$ cat config.mk
export PLATFORM = sky130hd
export DESIGN_NAME = spi_flash_reader
export DESIGN_NICKNAME = d
export VERILOG_FILES = /design/src/rtl/spi_flash_reader.sv
export SDC_FILE = /design/constraint.sdc
export NUM_CORES = 1
export LEC_CHECK = 0
export CAP_MARGIN = 20
export CORE_UTILIZATION = 55
export DETAILED_ROUTE_END_ITERATION = 10
export PLACE_DENSITY = 0.77
export SETUP_SLACK_MARGIN = 0.3
export SLEW_MARGIN = 10
export SYNTH_ARGS = -nofsm -noshare
export SYNTH_HDL_FRONTEND = slang
export SYNTH_SLANG_ARGS = --single-unit
$ cat constraint.sdc
create_clock -name clk_i -period 5.35 [get_ports clk_i]
set_input_delay 0.8025 -clock clk_i [delete_from_list [all_inputs] [get_ports clk_i]]
set_output_delay 0.8025 -clock clk_i [all_outputs]
set_load 0.03 [all_outputs]
$ cat src/rtl/spi_flash_reader.sv
// SPI mode-0 NOR flash word reader: wakes the flash with 0xAB, then serves each
// bus read with a 0x03 command and returns one little-endian 32-bit word.
module spi_flash_reader #(
   parameter int CLK_DIV = 1,
   parameter int CS_HIGH = 2,
   parameter int T_RES   = 100
) (
   input  logic        clk_i,
   input  logic        rst_i,
   input  logic        req_i,
   input  logic [23:0] addr_i,
   output logic        gnt_o,
   output logic        rvalid_o,
   output logic [31:0] rdata_o,
   output logic        busy_o,
   output logic        sck_o,
   output logic        sdo_o,
   input  logic        sdi_i,
   output logic        cs_o
);

   localparam logic [2:0] S_WAKE      = 3'd0;
   localparam logic [2:0] S_WAKE_WAIT = 3'd1;
   localparam logic [2:0] S_IDLE      = 3'd2;
   localparam logic [2:0] S_XFER      = 3'd3;
   localparam logic [2:0] S_DESEL     = 3'd4;

   localparam logic [15:0] DIV_LAST  = 16'(CLK_DIV - 1);
   localparam logic [31:0] TRES_LAST = 32'(T_RES - 1);
   localparam logic [31:0] CSH_LAST  = 32'(CS_HIGH - 1);

   logic [2:0]  state_q, state_d;
   logic [15:0] div_q, div_d;
   logic [6:0]  bit_q, bit_d;
   logic [31:0] wait_q, wait_d;
   logic [31:0] tx_q, tx_d;
   logic [31:0] rx_q, rx_d;
   logic        sck_q, sck_d;
   logic        sdo_q, sdo_d;
   logic        cs_q, cs_d;
   logic        rvalid_q, rvalid_d;
   logic [31:0] rdata_q, rdata_d;
   logic        busy_q, busy_d;

   logic        shifting;
   logic        done;
   logic [6:0]  last_bit;
   logic        load_en;
   logic [31:0] load_word;

   always_comb begin
      state_d   = state_q;
      div_d     = div_q;
      bit_d     = bit_q;
      wait_d    = wait_q;
      tx_d      = tx_q;
      rx_d      = rx_q;
      sck_d     = sck_q;
      sdo_d     = sdo_q;
      cs_d      = cs_q;
      rvalid_d  = 1'b0;
      rdata_d   = rdata_q;
      done      = 1'b0;
      load_en   = 1'b0;
      load_word = 32'h0;

      // WAKE spends its first cycle with cs high; shifting starts once cs is low.
      shifting = (state_q == S_XFER) || ((state_q == S_WAKE) && !cs_q);
      last_bit = (state_q == S_XFER) ? 7'd63 : 7'd7;

      if (shifting) begin
         if (div_q == DIV_LAST) begin
            div_d = 16'd0;
            sck_d = ~sck_q;
            if (!sck_q) begin
               rx_d = {rx_q[30:0], sdi_i};
            end else if (bit_q == last_bit) begin
               done = 1'b1;
            end else begin
               bit_d = bit_q + 7'd1;
               sdo_d = tx_q[31];
               tx_d  = {tx_q[30:0], 1'b0};
            end
         end else begin
            div_d = div_q + 16'd1;
         end
      end

      case (state_q)
         S_WAKE: begin
            if (cs_q) begin
               load_en   = 1'b1;
               load_word = {8'hAB, 24'h0};
            end else if (done) begin
               cs_d    = 1'b1;
               sdo_d   = 1'b0;
               wait_d  = 32'd0;
               state_d = S_WAKE_WAIT;
            end
         end
         S_WAKE_WAIT: begin
            if (wait_q == TRES_LAST) state_d = S_IDLE;
            else                     wait_d  = wait_q + 32'd1;
         end
         S_IDLE: begin
            if (req_i) begin
               load_en   = 1'b1;
               load_word = {8'h03, addr_i};
               state_d   = S_XFER;
            end
         end
         S_XFER: begin
            if (done) begin
               cs_d     = 1'b1;
               rvalid_d = 1'b1;
               // First received byte lands in the least significant lane.
               rdata_d  = {rx_q[7:0], rx_q[15:8], rx_q[23:16], rx_q[31:24]};
               wait_d   = 32'd0;
               state_d  = S_DESEL;
            end
         end
         S_DESEL: begin
            if (wait_q == CSH_LAST) state_d = S_IDLE;
            else                    wait_d  = wait_q + 32'd1;
         end
         default: state_d = S_WAKE;
      endcase

      if (load_en) begin
         cs_d  = 1'b0;
         sck_d = 1'b0;
         div_d = 16'd0;
         bit_d = 7'd0;
         sdo_d = load_word[31];
         tx_d  = {load_word[30:0], 1'b0};
      end

      busy_d = (state_d != S_IDLE);
   end

   always_ff @(posedge clk_i) begin
      if (rst_i) begin
         state_q  <= S_WAKE;
         div_q    <= 16'd0;
         bit_q    <= 7'd0;
         wait_q   <= 32'd0;
         tx_q     <= 32'd0;
         rx_q     <= 32'd0;
         sck_q    <= 1'b0;
         sdo_q    <= 1'b0;
         cs_q     <= 1'b1;
         rvalid_q <= 1'b0;
         rdata_q  <= 32'd0;
         busy_q   <= 1'b1;
      end else begin
         state_q  <= state_d;
         div_q    <= div_d;
         bit_q    <= bit_d;
         wait_q   <= wait_d;
         tx_q     <= tx_d;
         rx_q     <= rx_d;
         sck_q    <= sck_d;
         sdo_q    <= sdo_d;
         cs_q     <= cs_d;
         rvalid_q <= rvalid_d;
         rdata_q  <= rdata_d;
         busy_q   <= busy_d;
      end
   end

   assign gnt_o    = (state_q == S_IDLE) && req_i;
   assign rvalid_o = rvalid_q;
   assign rdata_o  = rdata_q;
   assign busy_o   = busy_q;
   assign sck_o    = sck_q;
   assign sdo_o    = sdo_q;
   assign cs_o     = cs_q;

endmodule

==> results.env, run 1 <==
OUTCOME='finished, violations left'
VIOLATED_CHECKS='design-rule violations'
NNETSFINAL=894
PLACEMENTROWS=39
TIMING.MAX_SLEW.REL_SLACK_PCT=48.9
TIMING.FINAL.SETUP_VIOLATIONS=0
FRACTION_OF_LAYOUT_INSTANCES_USING_A_DRIVE_STRENGTH_ABOVE_1_PCT=6.18
CRIT_REQUIRED_PS=4550
WIRE_PER_INST_MICRONS=13.8
CRIT_PATH_START_KIND='primary input'
VDD_IR_DROP_MAX_mV=0.223
WORSTHOLDPATHTYPE='reg -> reg'
PORT_BUFFERS=65
FINALCOREUTILIZATION_PCT=68.5
CTS_TREE='done'
SYNTH_LARGEST_TYPE_AREA_FRACTION_PCT=47.3
POST-ROUTE-MIN-PERIOD_PS=3370
WORST-SLEW-PIN-TRANSITION_PS=763
CELL_TYPES_OCCUPYING_THE_MOST_AREA_AFTER_SYNTHESIS='dfxtp_1 (47%), nand2_1 (9.4%), a21oi_1 (6.4%), nor2_1 (4.8%), o21ai_0 (3.4%)'
CTS.SINK_COUNT=158
DIE_AREA_SQ_UM=12600
POSTSYNTHCELLCOUNT=822
SYNTH-SEQ-AREA-SHARE_PCT=47.3
SETUP.WORST_PATH.CLASS='in -> out'
INITIAL_UTILIZATION_PCT=57.6
FINALSETUPTNS_PS=0
PATH_MAX_FANOUT=29
AREA_DELTA_SYNTH_FINAL_PCT=18.9
DRT.ANTENNA.VIOLATING_NETS=0
LARGEST_NET_DEGREE_AT_THE_START_OF_GLOBAL_ROUTING=73
POST_ROUTE_SKEW_PS=8.08
N_ANTENNA_CELL=0
SYNTH.FF_LATCH_COUNT=158
CP.ARRIVAL_PS=2570
SYNTHFLOPTYPE='dfxtp_1'
SYNTH.AVG_CELL_AREA_SQ_UM=8.14
GRT_USAGE_PCT=23.5
LATER_PIN_CLOCK_LATENCY_IN_THE_SKEW_REPORT_PS=420
GLOBALPLACE.CONGESTION=0.798
CRIT_FAMILY='buffers and inverters'
DETAILEDROUTE.FIRSTITERATIONVIOLATIONS=324
SUM_OF_BUFFERS_AND_INVERTERS_ON_THE_CRITICAL_PATH=3
ANTENNA_FOUND_INITIAL=0
SYNTHTOPCELLSBYCOUNT='nand2_1 (168), dfxtp_1 (158), nor2_1 (86)'
UNIQUE_CELL_TYPE_COUNT_IN_THE_YOSYS_NETLIST=46
HPWLAFTERDP_MICRONS=9140
AVGVIACOUNTPERCELL=5.64
FP.DIEH_MICRONS=112
COREAREA_SQ_UM=11600
POSTSYNTH.ASYNCRESETSHARE_PCT=0
TIMING.CRITICAL_PATH.TO_TYPE='primary output'
POST_CTS_RESIZE_COUNT=0
GRT-OVFL-TOTAL=0
FINAL-HOLD-VIOLATION-COUNT=0
MAX_CAPACITANCE_VIOLATION_TOTAL=0
SLEW_VIOLATIONS=0
SYNTH.CELL_AREA_SQ_UM=6690
CLKSLEWWORSTSETUPHOLDPATHS_PS=60
LEAKAGEPOWER_nW=2.71
POWER.DENSITY_nW_PER_UM2=315
DIE_W_MICRONS=112
SYNTH_WARN=0
FIRST_PASS_ITERS=8
CRIT_TOP_CELL='clkdlybuf4s50_1'
HOLD_BUFFERS=0
TOTAL_DRC_ERRORS_IN_THE_ROUTED_LAYOUT=4
DR_TOTAL_VIAS=5735
GRT_FIRST_PASS_WIRELENGTH_MICRONS=24200
CTS.HTREE.LEVELS=4
PATH_CELLS='clkdlybuf4s50_1 -> nand2_1 -> nor3_2 -> buf_4 -> clkdlybuf4s50_1'
CTS_MAX_PATH_BUFFERS=2
CTS.ROOT.BUFFER_CELL='clkbuf_16'
CELL_TAKING_THE_MOST_AREA_AFTER_SYNTHESIS='dfxtp_1'
CTS_INSERTED_BUFFERS=17
CRITICAL-PATH-SLOWEST-CELL='clkdlybuf4s50_1'
YOSYSMOSTFREQUENTCELL='nand2_1'
FIRST_GLOBAL_VIAS=5445
MAPPEDNETLISTNETS=855
PIN_COUNT=66
CTS_POST_SETUP_BUFFERS_INSERTED=0
TIMING.CRITICAL_PATH.SLOWEST_CELL_DELAY_PS=730
ACHIEVABLE-FREQUENCY_MHz=297
GRT_SETUP_UNREPAIRED='no'
FINALWIRELENGTH_MICRONS=14000
SYNTH_ENABLE_FLOP_CELLS=0
TIMING.FINAL.CRIT_SHARE_PCT=63.0
[tightest hold or removal path: stages (launching register included)]
cell	delay, ps
dfxtp_1	310
nand2_1	50
a21oi_1	50
[cells in the final DEF (no fill, tap or decap), types with 13 or more instances in the layout]
cell type	instances
nand2_1	168
dfxtp_1	158
nor2_1	86
a21oi_1	85
clkdlybuf4s50_1	64
o21ai_0	46
xor2_1	23
a211oi_1	23
clkbuf_16	17
xnor2_1	15
nand3_1	15
or3_1	14
inv_1	13
[final cells by class]
| cell class | instances | area (sq um) |
|---|---|---|
| fillers | 959 | 3650 |
| clock inverters | 12 | 134 |
| multi-input cells | 597 | 3250 |
| inverters | 13 | 48.8 |
| well taps | 143 | 179 |
| clock buffers | 20 | 447 |
| flip-flops and latches | 158 | 3160 |
| repair buffers | 74 | 737 |
[path summary, 6_finish.rpt]
check,to,startpoint,slack [ps],cells past startpoint
min reg2reg,rdata_o[11],rdata_o[11],450,2
min,rdata_o[11],rdata_o[11],450,2
max,gnt_o,req_i,1980,5
max reg2reg,tx_q[15],state_q[0],2200,7
[report_power, final]
group / switching [mW] / leakage (nW) / internal [mW]
Combinational: 0.0702 / 1.15 / 0.0466
Sequential: 0.0107 / 1.28 / 1.19
Clock: 0.480 / 0.281 / 0.702
[metal layers]
metal  vias to the layer above  GRT usage (%)  routed length [microns]
li1                       2890              -                        -
met1                      2714           29.5                     6470
met2                       111           39.5                     6840
met3                        20           4.86                      480
met4                         0           9.24                      233
met5                         -              0                        0
[metrics by stage]
step / std cells / worst slack [ps] / total power, mW / instance area (sq um) / hold WS, ps
4_1_cts: 1015 / 1970 / 2.51 / 7920 / 452
2_1_floorplan: 822 / 3030 / 1.30 / 6690 / 437
5_1_grt: 1017 / 1900 / 2.58 / 7960 / 471
6_report: 1017 / 1980 / 2.50 / 7960 / 447
3_5_place_dp: 983 / 1990 / 1.34 / 7340 / 444
3_3_place_gp: 983 / 1990 / 1.34 / 7340 / 442
[logic make-up (layout without fill, tap and decap cells)]
kind of cell / after synthesis / count (layout) / share of synthesized area (%)
AOI/OAI and AO/OA: 184 / 184 / 16.3
DFF: 158 / 158 / 47.3
muxes: 12 / 12 / 1.87
and+or+nand+nor: 358 / 358 / 24.3
adders and majority gates: 5 / 5 / 0.935
buffers and inverters: 67 / 119 / 4.30
xor gates and xnor gates: 38 / 38 / 4.97
[flip-flops by register name, summed over array words and instances, names as in the netlist]
register / flops
tx_q: 31
bit_q: 7
rvalid_o: 1
state_q: 3
rx_q: 32
sck_o: 1
sdo_o: 1
rdata_o: 32
busy_o: 1
wait_q: 32
cs_o: 1
div_q: 16
Note: power is estimated with default switching activity, not from simulation.
==> run 2, diff against run 1 <==
==> constraint.sdc (replaced) <==
create_clock -name clk_i -period 3.2 [get_ports clk_i]
set_input_delay 0.48 -clock clk_i [delete_from_list [all_inputs] [get_ports clk_i]]
set_output_delay 0.48 -clock clk_i [all_outputs]
set_load 0.03 [all_outputs]
==> results.env, run 2 (synthesis gave the netlist of run 1 again) <==
OUTCOME='finished, violations left'
VIOLATED_CHECKS='design-rule violations'
MULTIINPUTGATEAREA_SQ_UM=3260
CP.ARRIVAL_PS=3070
HOLD_BUFFERS=0
DIE_W_MICRONS=112
FP.DIEH_MICRONS=112
TOTAL_DRC_ERRORS_IN_THE_ROUTED_LAYOUT=4
SHARE_CLK_OF_TOTAL_POWER_PCT=47.3
WORST_HOLD_SLACK_AFTER_FINAL_LAYOUT_PS=449
CRIT_PATH_START_KIND='flip-flop'
N_ANTENNA_CELL=0
FINAL-HOLD-VIOLATION-COUNT=0
WORSTHOLDPATHTYPE='reg -> reg'
CTS.HTREE.LEVELS=4
ANTENNA_FOUND_INITIAL=0
POSTLAYOUTSETUPSLACKWORST_PS=486
WORST-SLEW-PIN-TRANSITION_PS=755
NNETSFINAL=897
TIMING.FINAL.CRIT_SHARE_PCT=84.8
DETAILED_PLACE.AREA_SQ_UM=7390
SLEW_VIOLATIONS=0
PORT_BUFFERS=65
P_INT_mW=3.27
TIMING.FINAL.SETUP_VIOLATIONS=0
CTS_INSERTED_BUFFERS=17
WIRE_PER_INST_MICRONS=14.2
AVGVIACOUNTPERCELL=5.71
MAX_CAPACITANCE_VIOLATION_TOTAL=0
CTS_TREE='done'
N_FILL_CELL=940
GRT_SETUP_UNREPAIRED='no'
CRIT_REQUIRED_PS=3560
GRT_FIRST_PASS_WIRELENGTH_MICRONS=24600
GRT_USAGE_PCT=24.2
POST_CTS_RESIZE_COUNT=0
TIMING.CRITICAL_PATH.TO_TYPE='flip-flop'
CTS_POST_SETUP_BUFFERS_INSERTED=0
VDD_IR_DROP_MAX_mV=0.519
DETAILEDROUTE.FIRSTITERATIONVIOLATIONS=449
LEAKAGEPOWER_nW=2.72
INITIAL_UTILIZATION_PCT=57.6
LAYOUT_COMMON_CELLS='nand2_1 (168), dfxtp_1 (158), nor2_1 (86), a21oi_1 (85), clkdlybuf4s50_1 (64)'
HPWLAFTERDP_MICRONS=9630
POWER.DENSITY_nW_PER_UM2=525
PIN_COUNT=66
DIE_AREA_SQ_UM=12600
LARGEST_NET_DEGREE_AT_THE_START_OF_GLOBAL_ROUTING=74
LATER_PIN_CLOCK_LATENCY_IN_THE_SKEW_REPORT_PS=430
DR_TOTAL_VIAS=5820
SETUP.WORST_PATH.CLASS='reg -> reg'
CLKSLEWWORSTSETUPHOLDPATHS_PS=60
TIMING.MAX_SLEW.REL_SLACK_PCT=49.7
MOSTFREQUENTLAYOUTCELL='nand2_1'
PLACEMENT.SETUP.WORST_SLACK_PS=455
GRT-OVFL-TOTAL=0
SW_FRAC_OF_TOTAL_PCT=21.9
FINAL-SEQ-AREA_SQ_UM=3160
AREA_DELTA_SYNTH_FINAL_PCT=19.3
PLACEMENTROWS=39
CTS.ROOT.BUFFER_CELL='clkbuf_16'
NETSWITCHINGPOWER_uW=918
FINALSETUPTNS_PS=0
FRACTION_OF_LAYOUT_INSTANCES_USING_A_DRIVE_STRENGTH_ABOVE_1_PCT=6.96
DRT.ANTENNA.VIOLATING_NETS=0
CTS_MAX_PATH_BUFFERS=2
POWER_FRAC_SEQ_PCT=48.1
COREAREA_SQ_UM=11600
GATE_POWER_SHARE_PCT=4.6
ACHIEVABLE-FREQUENCY_MHz=368
GLOBALPLACE.CONGESTION=0.842
FINALWIRELENGTH_MICRONS=14500
POST-ROUTE-MIN-PERIOD_PS=2710
CTS.SINK_COUNT=158
PATH_MAX_FANOUT=13
FIRST_GLOBAL_VIAS=5482
FINAL_CELL_AREA_SQ_UM=7980
FIRST_PASS_ITERS=10
POST_ROUTE_SKEW_PS=11.1
## run 2: worst paths after layout
kind	cells past startpoint	to	slack (ps)	start
worst max register to register	6	wait_q[21]	490	state_q[0]
worst min-delay path	2	rdata_o[22]	450	rdata_o[22]
worst max-delay path	6	wait_q[21]	490	state_q[0]
worst min register to register	2	rdata_o[22]	450	rdata_o[22]
## run 2: final cells by class
cell class                 count  area share (%)
sequential                   158            39.6
clock inverter                12            1.47
inverter                      13           0.611
tap                          143            2.24
multi-input combinational    597            40.8
clock buffer                  20            5.85
timing repair buffer          77            9.37
## run 2: worst max-delay path: stages (launching register included)
cell,delay (ps)
dfxtp_1,590
and3b_2,380
mux2_4,350
nor4_4,300
o211ai_1,320
or4_1,570
a21oi_1,140
## run 2: through the flow
| step | util (%) | total power, mW | instances |
|---|---|---|---|
| after floorplan | - | 2.18 | 822 |
| after global placement | 63.6 | 2.24 | 988 |
| after detailed placement | 63.6 | 2.25 | 988 |
| after CTS | 68.7 | 4.21 | 1020 |
| after global routing | 68.7 | 4.33 | 1020 |
| final | 68.7 | 4.19 | 1020 |
## run 2: power groups by stage
stage / sequential [mW] / combinational (mW) / clock, mW
finish: 2.01 / 0.194 / 1.98
floorplan: 2.06 / 0.119 / 0
CTS: 2.01 / 0.194 / 2.01
detailed placement: 2.06 / 0.192 / 0
global route: 2.01 / 0.213 / 2.11
global placement: 2.05 / 0.188 / 0
## run 2: metal layers
metal | up-vias | routed length, microns | GRT usage, %
li1 | 2897 | - | -
met1 | 2729 | 6450 | 29.6
met2 | 165 | 7070 | 40.5
met3 | 29 | 688 | 5.94
met4 | 0 | 321 | 11.0
met5 | - | 0 | 0
==> run 3, diff against run 2 <==
--- a/config.mk
+++ b/config.mk
@@ -6,9 +6,9 @@
 export NUM_CORES = 1
 export LEC_CHECK = 0
 export CAP_MARGIN = 20
-export CORE_UTILIZATION = 55
+export CORE_UTILIZATION = 51
 export DETAILED_ROUTE_END_ITERATION = 10
-export PLACE_DENSITY = 0.77
+export PLACE_DENSITY = 0.75
 export SETUP_SLACK_MARGIN = 0.3
 export SLEW_MARGIN = 10
 export SYNTH_ARGS = -nofsm -noshare
==> constraint.sdc (replaced) <==
create_clock -name clk_i -period 2.2 [get_ports clk_i]
set_input_delay 0.33 -clock clk_i [delete_from_list [all_inputs] [get_ports clk_i]]
set_output_delay 0.33 -clock clk_i [all_outputs]
set_load 0.03 [all_outputs]
==> results.env, run 3 (synthesis gave the netlist of run 1 again) <==
ACHIEVABLE-FREQUENCY_MHz=340
SLEW_VIOLATIONS=0
CTS_INSERTED_BUFFERS=17
POST-ROUTE-MIN-PERIOD_PS=2940
FINALCOREUTILIZATION_PCT=89.0
OUTCOME='finished, violations left'
CRIT_PATH_START_KIND='flip-flop'
DR_TOTAL_VIAS=8063
CRIT_REQUIRED_PS=2550
LARGEST_NET_DEGREE_AT_THE_START_OF_GLOBAL_ROUTING=63
MAX_CAPACITANCE_VIOLATION_TOTAL=0
COREAREA_SQ_UM=12700
GRT_FIRST_PASS_WIRELENGTH_MICRONS=36300
N_FILL_CELL=479
CP.ARRIVAL_PS=3290
PLACEMENTROWS=41
DRT.ANTENNA.VIOLATING_NETS=0
GLOBALPLACE.CONGESTION=0.884
WORST-SLEW-PIN-TRANSITION_PS=1040
FINALWIRELENGTH_MICRONS=33700
POST_ROUTE_SKEW_PS=16.1
AREA_DELTA_SYNTH_FINAL_PCT=69.2
VDD_IR_DROP_MAX_mV=0.651
TIMING.CRITICAL_PATH.TO_TYPE='flip-flop'
DIE_W_MICRONS=117
TOTAL_DRC_ERRORS_IN_THE_ROUTED_LAYOUT=0
WORST_HOLD_SLACK_AFTER_FINAL_LAYOUT_PS=392
TIMING.FINAL.SETUP_VIOLATIONS=152
VIOLATED_CHECKS='negative setup slack'
DETAILED_PLACE.AREA_SQ_UM=7890
INITIAL_UTILIZATION_PCT=52.6
WORSTHOLDPATHTYPE='in -> reg'
GRT_SETUP_UNREPAIRED='yes'
CTS.ROOT.BUFFER_CELL='clkbuf_16'
TIMING.FINAL.CRIT_SHARE_PCT=134
ANTENNA_FOUND_INITIAL=3
TIMING.MAX_SLEW.REL_SLACK_PCT=30.9
NNETSFINAL=1006
AVGVIACOUNTPERCELL=6.95
DETAILEDROUTE.FIRSTITERATIONVIOLATIONS=1289
PATH_MAX_FANOUT=8
CTS.HTREE.LEVELS=4
TOTALPOWERFINAL_mW=7.11
PIN_COUNT=66
POSTLAYOUTSETUPSLACKWORST_PS=-741
FRACTION_OF_LAYOUT_INSTANCES_USING_A_DRIVE_STRENGTH_ABOVE_1_PCT=46.1
HPWLAFTERDP_MICRONS=10300
FP.DIEH_MICRONS=117
FINAL-HOLD-VIOLATION-COUNT=0
CLKSLEWWORSTSETUPHOLDPATHS_PS=70
PORT_BUFFERS=65
DIE_AREA_SQ_UM=13600
PLACEMENT.SETUP.WORST_SLACK_PS=-46.8
PLACE_INST=1061
LAYOUT_COMMON_CELLS='dfxtp_1 (150), nand2_1 (84), a21oi_2 (64), nand2_4 (64), clkdlybuf4s50_1 (58)'
POWER.DENSITY_nW_PER_UM2=628
SETUP.WORST_PATH.CLASS='reg -> reg'
MOSTFREQUENTLAYOUTCELL='dfxtp_1'
CTS.SINK_COUNT=158
CTS_MAX_PATH_BUFFERS=2
GRT_USAGE_PCT=35.5
GRT-OVFL-TOTAL=0
STDCELL_COUNT=1160
FINALSETUPTNS_PS=-50880
FINAL_CELL_AREA_SQ_UM=11300
FIRST_PASS_ITERS=6
LEAKAGEPOWER_nW=4.44
CTS_TREE='done'
WIRE_PER_INST_MICRONS=29.0
LATER_PIN_CLOCK_LATENCY_IN_THE_SKEW_REPORT_PS=460
FIRST_GLOBAL_VIAS=6990
-- run 3: cell types whose count changed in the layout (fill, tap and decap cells not counted), moves of 17 or more --
cell	delta
a211oi_1	-19
a211oi_2	+19
a21oi_1	-67
a21oi_2	+64
buf_16	+17
buf_4	+44
buf_6	+27
nand2_1	-84
nand2_2	+19
nand2_4	+64
nor2_1	-47
nor2_2	+26
nor2_4	+21
o21ai_0	-33
-- run 3: routing by layer --
layer  part of all wire [%]  vias up  track usage, %  routed length (microns)
met5                      0        -               0                        0
met4                    9.7        0            21.7                     3270
met3                     12      348            9.44                     4110
met2                     45      823            62.3                    15200
met1                     33     3750            38.2                    11100
li1                       -     3142               -                        -
-- run 3: power by group --
group | internal (mW) | switching, mW | total, mW
logic | 0.326 | 0.402 | 0.727
clock network | 2.11 | 1.33 | 3.43
registers | 2.89 | 0.0541 | 2.95
total | 5.32 | 1.78 | 7.11
-- run 3: final timing paths --
path,start,endpoint,slack (ps),depth (start not counted)
min,rst_i,sdo_o,390,3
max,div_q[0],rx_q[2],-740,13
min reg2reg,rdata_o[23],rdata_o[23],460,2
max reg2reg,div_q[0],rx_q[2],-740,13
-- run 3: final cells by class --
cell class                 count  area, sq um  area share (%)
clock inverter                10          183            1.61
antenna                        2         5.00          0.0442
timing repair buffer         185         2280            20.2
inverter                      13         51.3           0.453
sequential                   158         3190            28.2
tap                          172          215            1.90
multi-input combinational    598         4920            43.5
clock buffer                  22          474            4.19
-- run 3: what timing repair did --
action                                  in CTS  in global routing
setup buffers                               33                  7
gates cloned                                19                  6
hold buffers                                 0                  0
endpoints found under the setup margin     159                161
gates resized for setup                    265                240
pin swaps                                  106                108
-- run 3: critical path, cell delays in order, from the launching register on --
cell	delay, ps
dfxtp_2	340
inv_2	180
ha_4	160
nor4b_4	230
nand3_2	250
buf_6	190
buf_6	110
buf_6	140
nor3_4	410
buf_6	200
buf_6	100
buf_12	150
nand2_4	50
a21oi_2	290
